===== src/rtl/login_controller.sv =====
// Login sequencer: gathers a user name one character per cycle, runs a single
// CAM lookup on submit, reports grant/deny and enforces a timed lockout.
module login_controller #(
  parameter int MAX_FAILS   = 3,
  parameter int LOCK_CYCLES = 16
) (
  input  logic        clk,
  input  logic        reset,
  input  logic        char_valid,
  input  logic [7:0]  char_in,
  input  logic        submit,
  input  logic        clear,
  output logic [3:0]  cam_data_len,
  output logic [63:0] cam_data,
  input  logic        cam_valid,
  input  logic [2:0]  cam_addr,
  output logic        result_valid,
  output logic        granted,
  output logic [2:0]  user_id,
  output logic [3:0]  fail_count,
  output logic        locked,
  output logic        busy
);

  typedef enum logic [1:0] {COLLECT, LOOKUP, LOCKOUT} state_t;

  localparam logic [3:0]  MAX_F     = 4'(MAX_FAILS);
  localparam logic [15:0] LOCK_LAST = 16'(LOCK_CYCLES - 1);

  state_t      state, state_nx;
  logic [63:0] name_q, name_nx;
  logic [3:0]  len_q, len_nx;
  logic        ovf_q, ovf_nx;
  logic [15:0] lock_q, lock_nx;
  logic        granted_nx;
  logic [2:0]  user_nx;
  logic [3:0]  fail_nx;
  logic        rv_nx;
  logic        match;
  logic [3:0]  fail_inc;

  assign cam_data     = name_q;
  assign cam_data_len = len_q;
  assign busy         = (state != COLLECT);
  assign match        = cam_valid && !ovf_q;
  assign fail_inc     = fail_count + 4'd1;

  always_ff @(posedge clk) begin
    if (reset) begin
      state        <= COLLECT;
      name_q       <= '0;
      len_q        <= '0;
      ovf_q        <= 1'b0;
      lock_q       <= '0;
      granted      <= 1'b0;
      user_id      <= '0;
      fail_count   <= '0;
      result_valid <= 1'b0;
      locked       <= 1'b0;
    end else begin
      state        <= state_nx;
      name_q       <= name_nx;
      len_q        <= len_nx;
      ovf_q        <= ovf_nx;
      lock_q       <= lock_nx;
      granted      <= granted_nx;
      user_id      <= user_nx;
      fail_count   <= fail_nx;
      result_valid <= rv_nx;
      // locked trails the state by one cycle so it rises after the failing result
      locked       <= (state == LOCKOUT);
    end
  end

  always_comb begin
    state_nx   = state;
    name_nx    = name_q;
    len_nx     = len_q;
    ovf_nx     = ovf_q;
    lock_nx    = lock_q;
    granted_nx = granted;
    user_nx    = user_id;
    fail_nx    = fail_count;
    rv_nx      = 1'b0;

    case (state)
      COLLECT: begin
        if (clear) begin
          name_nx    = '0;
          len_nx     = '0;
          ovf_nx     = 1'b0;
          granted_nx = 1'b0;
          user_nx    = '0;
        end else if (submit) begin
          if (len_q != 4'd0 || ovf_q) begin
            granted_nx = 1'b0;
            user_nx    = '0;
            state_nx   = LOOKUP;
          end
        end else if (char_valid) begin
          if (len_q < 4'd8) begin
            name_nx[{len_q[2:0], 3'b000} +: 8] = char_in;
            len_nx = len_q + 4'd1;
          end else begin
            ovf_nx = 1'b1;
          end
        end
      end

      LOOKUP: begin
        rv_nx      = 1'b1;
        granted_nx = match;
        user_nx    = match ? cam_addr : 3'd0;
        name_nx    = '0;
        len_nx     = '0;
        ovf_nx     = 1'b0;
        if (match) begin
          fail_nx  = '0;
          state_nx = COLLECT;
        end else begin
          fail_nx  = fail_inc;
          state_nx = (fail_inc == MAX_F) ? LOCKOUT : COLLECT;
        end
      end

      LOCKOUT: begin
        if (lock_q == LOCK_LAST) begin
          lock_nx  = '0;
          fail_nx  = '0;
          state_nx = COLLECT;
        end else begin
          lock_nx = lock_q + 16'd1;
        end
      end

      default: state_nx = COLLECT;
    endcase
  end

endmodule


===== config.mk =====
export PLATFORM = sky130hd
export DESIGN_NAME = login_controller
export DESIGN_NICKNAME = d
export VERILOG_FILES = /design/src/rtl/login_controller.sv
export SDC_FILE = /design/constraint.sdc
export NUM_CORES = 1
export LEC_CHECK = 0
export BUFFER_PORTS_ARGS = -buffer_cell sky130_fd_sc_hd__buf_2
export CAP_MARGIN = 10
export CORE_MARGIN = 2
export CORE_UTILIZATION = 48
export CTS_CLUSTER_DIAMETER = 60
export DETAILED_ROUTE_END_ITERATION = 8
export GPL_ROUTABILITY_DRIVEN = 0
export PLACE_DENSITY = 0.86
export SLEW_MARGIN = 20
export SYNTH_ARGS = -nofsm -noshare
export SYNTH_HDL_FRONTEND = slang
export SYNTH_SLANG_ARGS = --single-unit

===== constraint.sdc =====
create_clock -name clk -period 2.2 [get_ports clk]
set_input_delay 0.44 -clock clk [delete_from_list [all_inputs] [get_ports clk]]
set_output_delay 0.44 -clock clk [all_outputs]
set_load 0.005 [all_outputs]

==> results summary <==
The first TritonRoute pass finished after 4 iterations. The worst IR drop on VDD came out at 0.5205 mV. The share of Yosys cell area claimed by the top area cell type is 49.66%. The clock tree synthesis step divided the H-tree into 3 levels. The first-pass GRT wire length came out at 15960 um. The die area is 8884 sq um. By area the synthesized netlist is led by sky130_fd_sc_hd__dfxtp_1 50%, sky130_fd_sc_hd__a22o_1 6.5%, sky130_fd_sc_hd__o2bb2ai_1 4.3%.

At the pin with the least slew margin, the transition time is 646.3 ps. The total area of multi-input combinational cells is 1829 sq um. The horizontal extent of the die is 94.26 um. The area growth from synthesis to layout came out at 23.46%.

Row generation in the floorplan step produced 32 rows. The via count of the first global-routing pass came out at 3283. In the final timing run, aggregate negative setup slack is 0 ps. The kind of start point of the critical path is a flip-flop. The synthesized area per cell is 10.03 sq um. In this run the power density over the cells is 680.2 nW/um^2.

Measured against its own limit, the worst slew margin works out to 56.92%. The largest incremental delay on the critical path came out at 500 ps. The worst min-delay path category is in2reg. The count of nets left with antenna violations once routing finished came out at 0. Walking the worst path, the cells encountered are inv_1, ha_2, ha_4, or4b_1, o211ai_1, a21oi_4, o2bb2ai_1. The count of buffers added on input and output ports is 95. The post-synthesis sequential element count is 97. Max-cap violations in this run came to 0. The primary flip-flop cell chosen by synthesis mapping is sky130_fd_sc_hd__dfxtp_1. The initial core utilization came out at 50.08%.

Of all cell types, the one taking the most synthesized area is sky130_fd_sc_hd__dfxtp_1. The layout filler cell count came out at 674. The detailed-route vias per instance came out at 5.605. Yosys printed 0 warnings. The path depth of the worst reg2reg path is 7. TritonCTS built the clock tree. At the later pin of the worst-skew pair, clock insertion delay measures 360 ps. The reported leakage power is 1.989 nW. The flow ran to the end, and the final reports show no timing, DRC or antenna violations.

After detailed routing, the number of remaining DRC violations is 0. The sequential cell area is 1942 sq um. The number of synthesized flops with an enable pin is 0. The initial antenna violation count is 0. The clock-pin slew of the registers on the worst-case setup and hold paths came out at 100 ps. Prior to clock tree synthesis, the placed netlist has a worst setup slack of 33.98 ps. For this run, the share of the core covered by cells in the final layout is 61.83%.

The critical path starts at cam_data_len[0]. After detailed routing, the total wire length is 9978 um. After layout, the minimum clock period comes to 2073 ps. The post-route worst hold slack came out at 319.9 ps. The worst setup path is captured at a flip-flop.

The cell area that synthesis handed to floorplanning was 3910 sq um. The die span in y came out at 94.26 um. After routing the design area is 4827 sq um.

The final net count is 520. The endpoint identified for the worst register-to-register timing path is cam_data[6]. The count of clock tree sinks is 97. Dividing the detail-routed wire length by the instance count gives 16.57 um. The highest attainable clock frequency came out at 482.5 MHz.

Dividing the final minimum period by the clock period gives 94.21%. The number of buffers on the longest clock path came out at 2. The data arrival time of the critical path is 2340 ps.

Setup repair after global routing left no endpoint under its margin. Of all nets on the critical path, the largest fanout is 8. The worst register-to-register path begins at cam_data_len[0]. The post-synthesis cell type count came out at 53. The final number of hold-violating endpoints came out at 0.

Once the clock tree was built, the setup fixing pass inserted 0 buffers. The fraction of layout cells with a size suffix above 1 came out at 30.00%. The number of DRC violations after detailed-routing iteration 0 came out at 123. The buffer cell driving the clock tree root is sky130_fd_sc_hd__clkbuf_8.

The most critical setup path has its endpoint at cam_data[6]. The total grt overflow is 0. The worst path required time is 2460 ps. Between clock sinks in the finished design, the worst skew comes to 10.17 ps. The pin count of the biggest net entering global routing is 35.

The cell area after placement came out at 4584 sq um. The share of flip-flops with an asynchronous set or reset came out at 0%. The slowest stage of the critical path belongs to the cell sky130_fd_sc_hd__or4b_1. The quantity of hold-fixing buffers added after cts is 0. The final count of pins violating max slew is 0. The top-level port count came out at 96.

The commonest cells after synthesis are 97 x sky130_fd_sc_hd__dfxtp_1, 29 x sky130_fd_sc_hd__a22o_1, 28 x sky130_fd_sc_hd__nor2_1. The startpoint-to-endpoint class of the critical path is reg2reg. The count of instances resized after the clock tree is built came out at 0. In the post-synthesis netlist, the cell with the most instances is sky130_fd_sc_hd__dfxtp_1. The core region is 7807 sq um. The sequential cell area fraction in the yosys report came out at 49.66%. The worst path meets setup with 127.3 ps of slack.

The overall track demand over capacity in global routing is 22.90%. The total via count in the routed design is 3374. Counting the buffers created by CTS gives 9. The number of nets in the synthesized netlist is 414. The worst register-to-register path has a setup slack of 130 ps.

The detailed placement HPWL came out at 7290 um. The total of endpoints with negative setup slack in the final report is 0. 0 antenna diodes ended up in the layout.

Synthesis produced a netlist whose cell count is 390.
-- flip-flops by register name (all words and copies together), names as in the netlist --
signal / flops
cam_data: 64
granted: 1
cam_data_len: 4
locked: 1
ovf_q: 1
result_valid: 1
user_id: 3
lock_q: 16
fail_count: 4
state: 2
-- worst min-delay path by stage --
stage                     cells past startpoint    startpoint           end  slack (ps)
after global routing                          3   cam_addr[0]    user_id[0]         310
after global placement                        1  cam_data[55]  cam_data[55]         440
after floorplan                               2         ovf_q         ovf_q         450
final                                         3   cam_addr[2]    user_id[2]         320
after detailed placement                      1  cam_data[52]  cam_data[52]         440
after CTS                                     3   cam_addr[0]    user_id[0]         300
-- critical path: cells and delay by family, from the launching register on --
| family | cells | cell delay, ps |
|---|---|---|
| AND/OR/NAND/NOR | 1 | 500 |
| buffers and inverters | 1 | 60 |
| adder cells (fa/ha/maj) | 2 | 460 |
| flip-flops | 1 | 340 |
| AO/OA/AOI/OAI | 3 | 590 |
-- stage by stage --
step,instances,power [W]
2_1_floorplan,390,0.001943
3_3_place_gp,587,0.002012
3_5_place_dp,587,0.002017
4_1_cts,602,0.003293
5_1_grt,602,0.003391
6_report,602,0.003283
-- kinds of logic after synthesis --
logic type,count (synthesis),share of synthesized area (%)
buf+inv,44,4.512
mux,1,0.2560
fa+ha+maj,7,2.240
simple gates,123,18.34
compound gates,101,21.18
flops,97,49.66
xor+xnor,17,3.808
-- cell usage in the layout (no fill, tap or decap), types with 8 or more instances in the layout --
| cell | Yosys | final |
|---|---|---|
| sky130_fd_sc_hd__xnor2_1 | 13 | 13 |
| sky130_fd_sc_hd__nor2_1 | 28 | 28 |
| sky130_fd_sc_hd__clkbuf_8 | 0 | 10 |
| sky130_fd_sc_hd__buf_4 | 1 | 17 |
| sky130_fd_sc_hd__a21oi_1 | 10 | 9 |
| sky130_fd_sc_hd__o2bb2ai_1 | 19 | 19 |
| sky130_fd_sc_hd__nor3_1 | 10 | 10 |
| sky130_fd_sc_hd__buf_2 | 6 | 95 |
| sky130_fd_sc_hd__inv_1 | 27 | 27 |
| sky130_fd_sc_hd__o32ai_1 | 19 | 19 |
| sky130_fd_sc_hd__nand2_1 | 18 | 18 |
| sky130_fd_sc_hd__nand3_1 | 8 | 8 |
| sky130_fd_sc_hd__dfxtp_1 | 97 | 97 |
| sky130_fd_sc_hd__a22o_1 | 29 | 29 |
-- per-layer routing --
layer	part of all wire [%]	vias to the layer above	global-route usage [%]
met5	0	-	0
met4	1.1	0	7.246
met3	6.4	11	5.939
met2	50	105	38.69
met1	43	1621	28.53
li1	-	1637	-
-- cell type report --
type | count | area share (%)
Clock buffer | 10 | 2.851
Clock inverter | 5 | 1.788
Inverter | 27 | 2.100
Multi-Input combinational cell | 249 | 37.90
Sequential cell | 97 | 40.23
Tap cell | 102 | 2.644
Timing Repair Buffer | 112 | 12.49
-- power breakdown --
| part | leakage (nW) | internal (W) | switching, W |
|---|---|---|---|
| Combinational | 1.09 | 0.0000836 | 0.000138 |
| Clock | 0.113 | 0.000676 | 0.000621 |
| Sequential | 0.781 | 0.00176 | 0.00000412 |
| Total | 1.99 | 0.00252 | 0.000763 |
(Power assumes the default switching activity.)
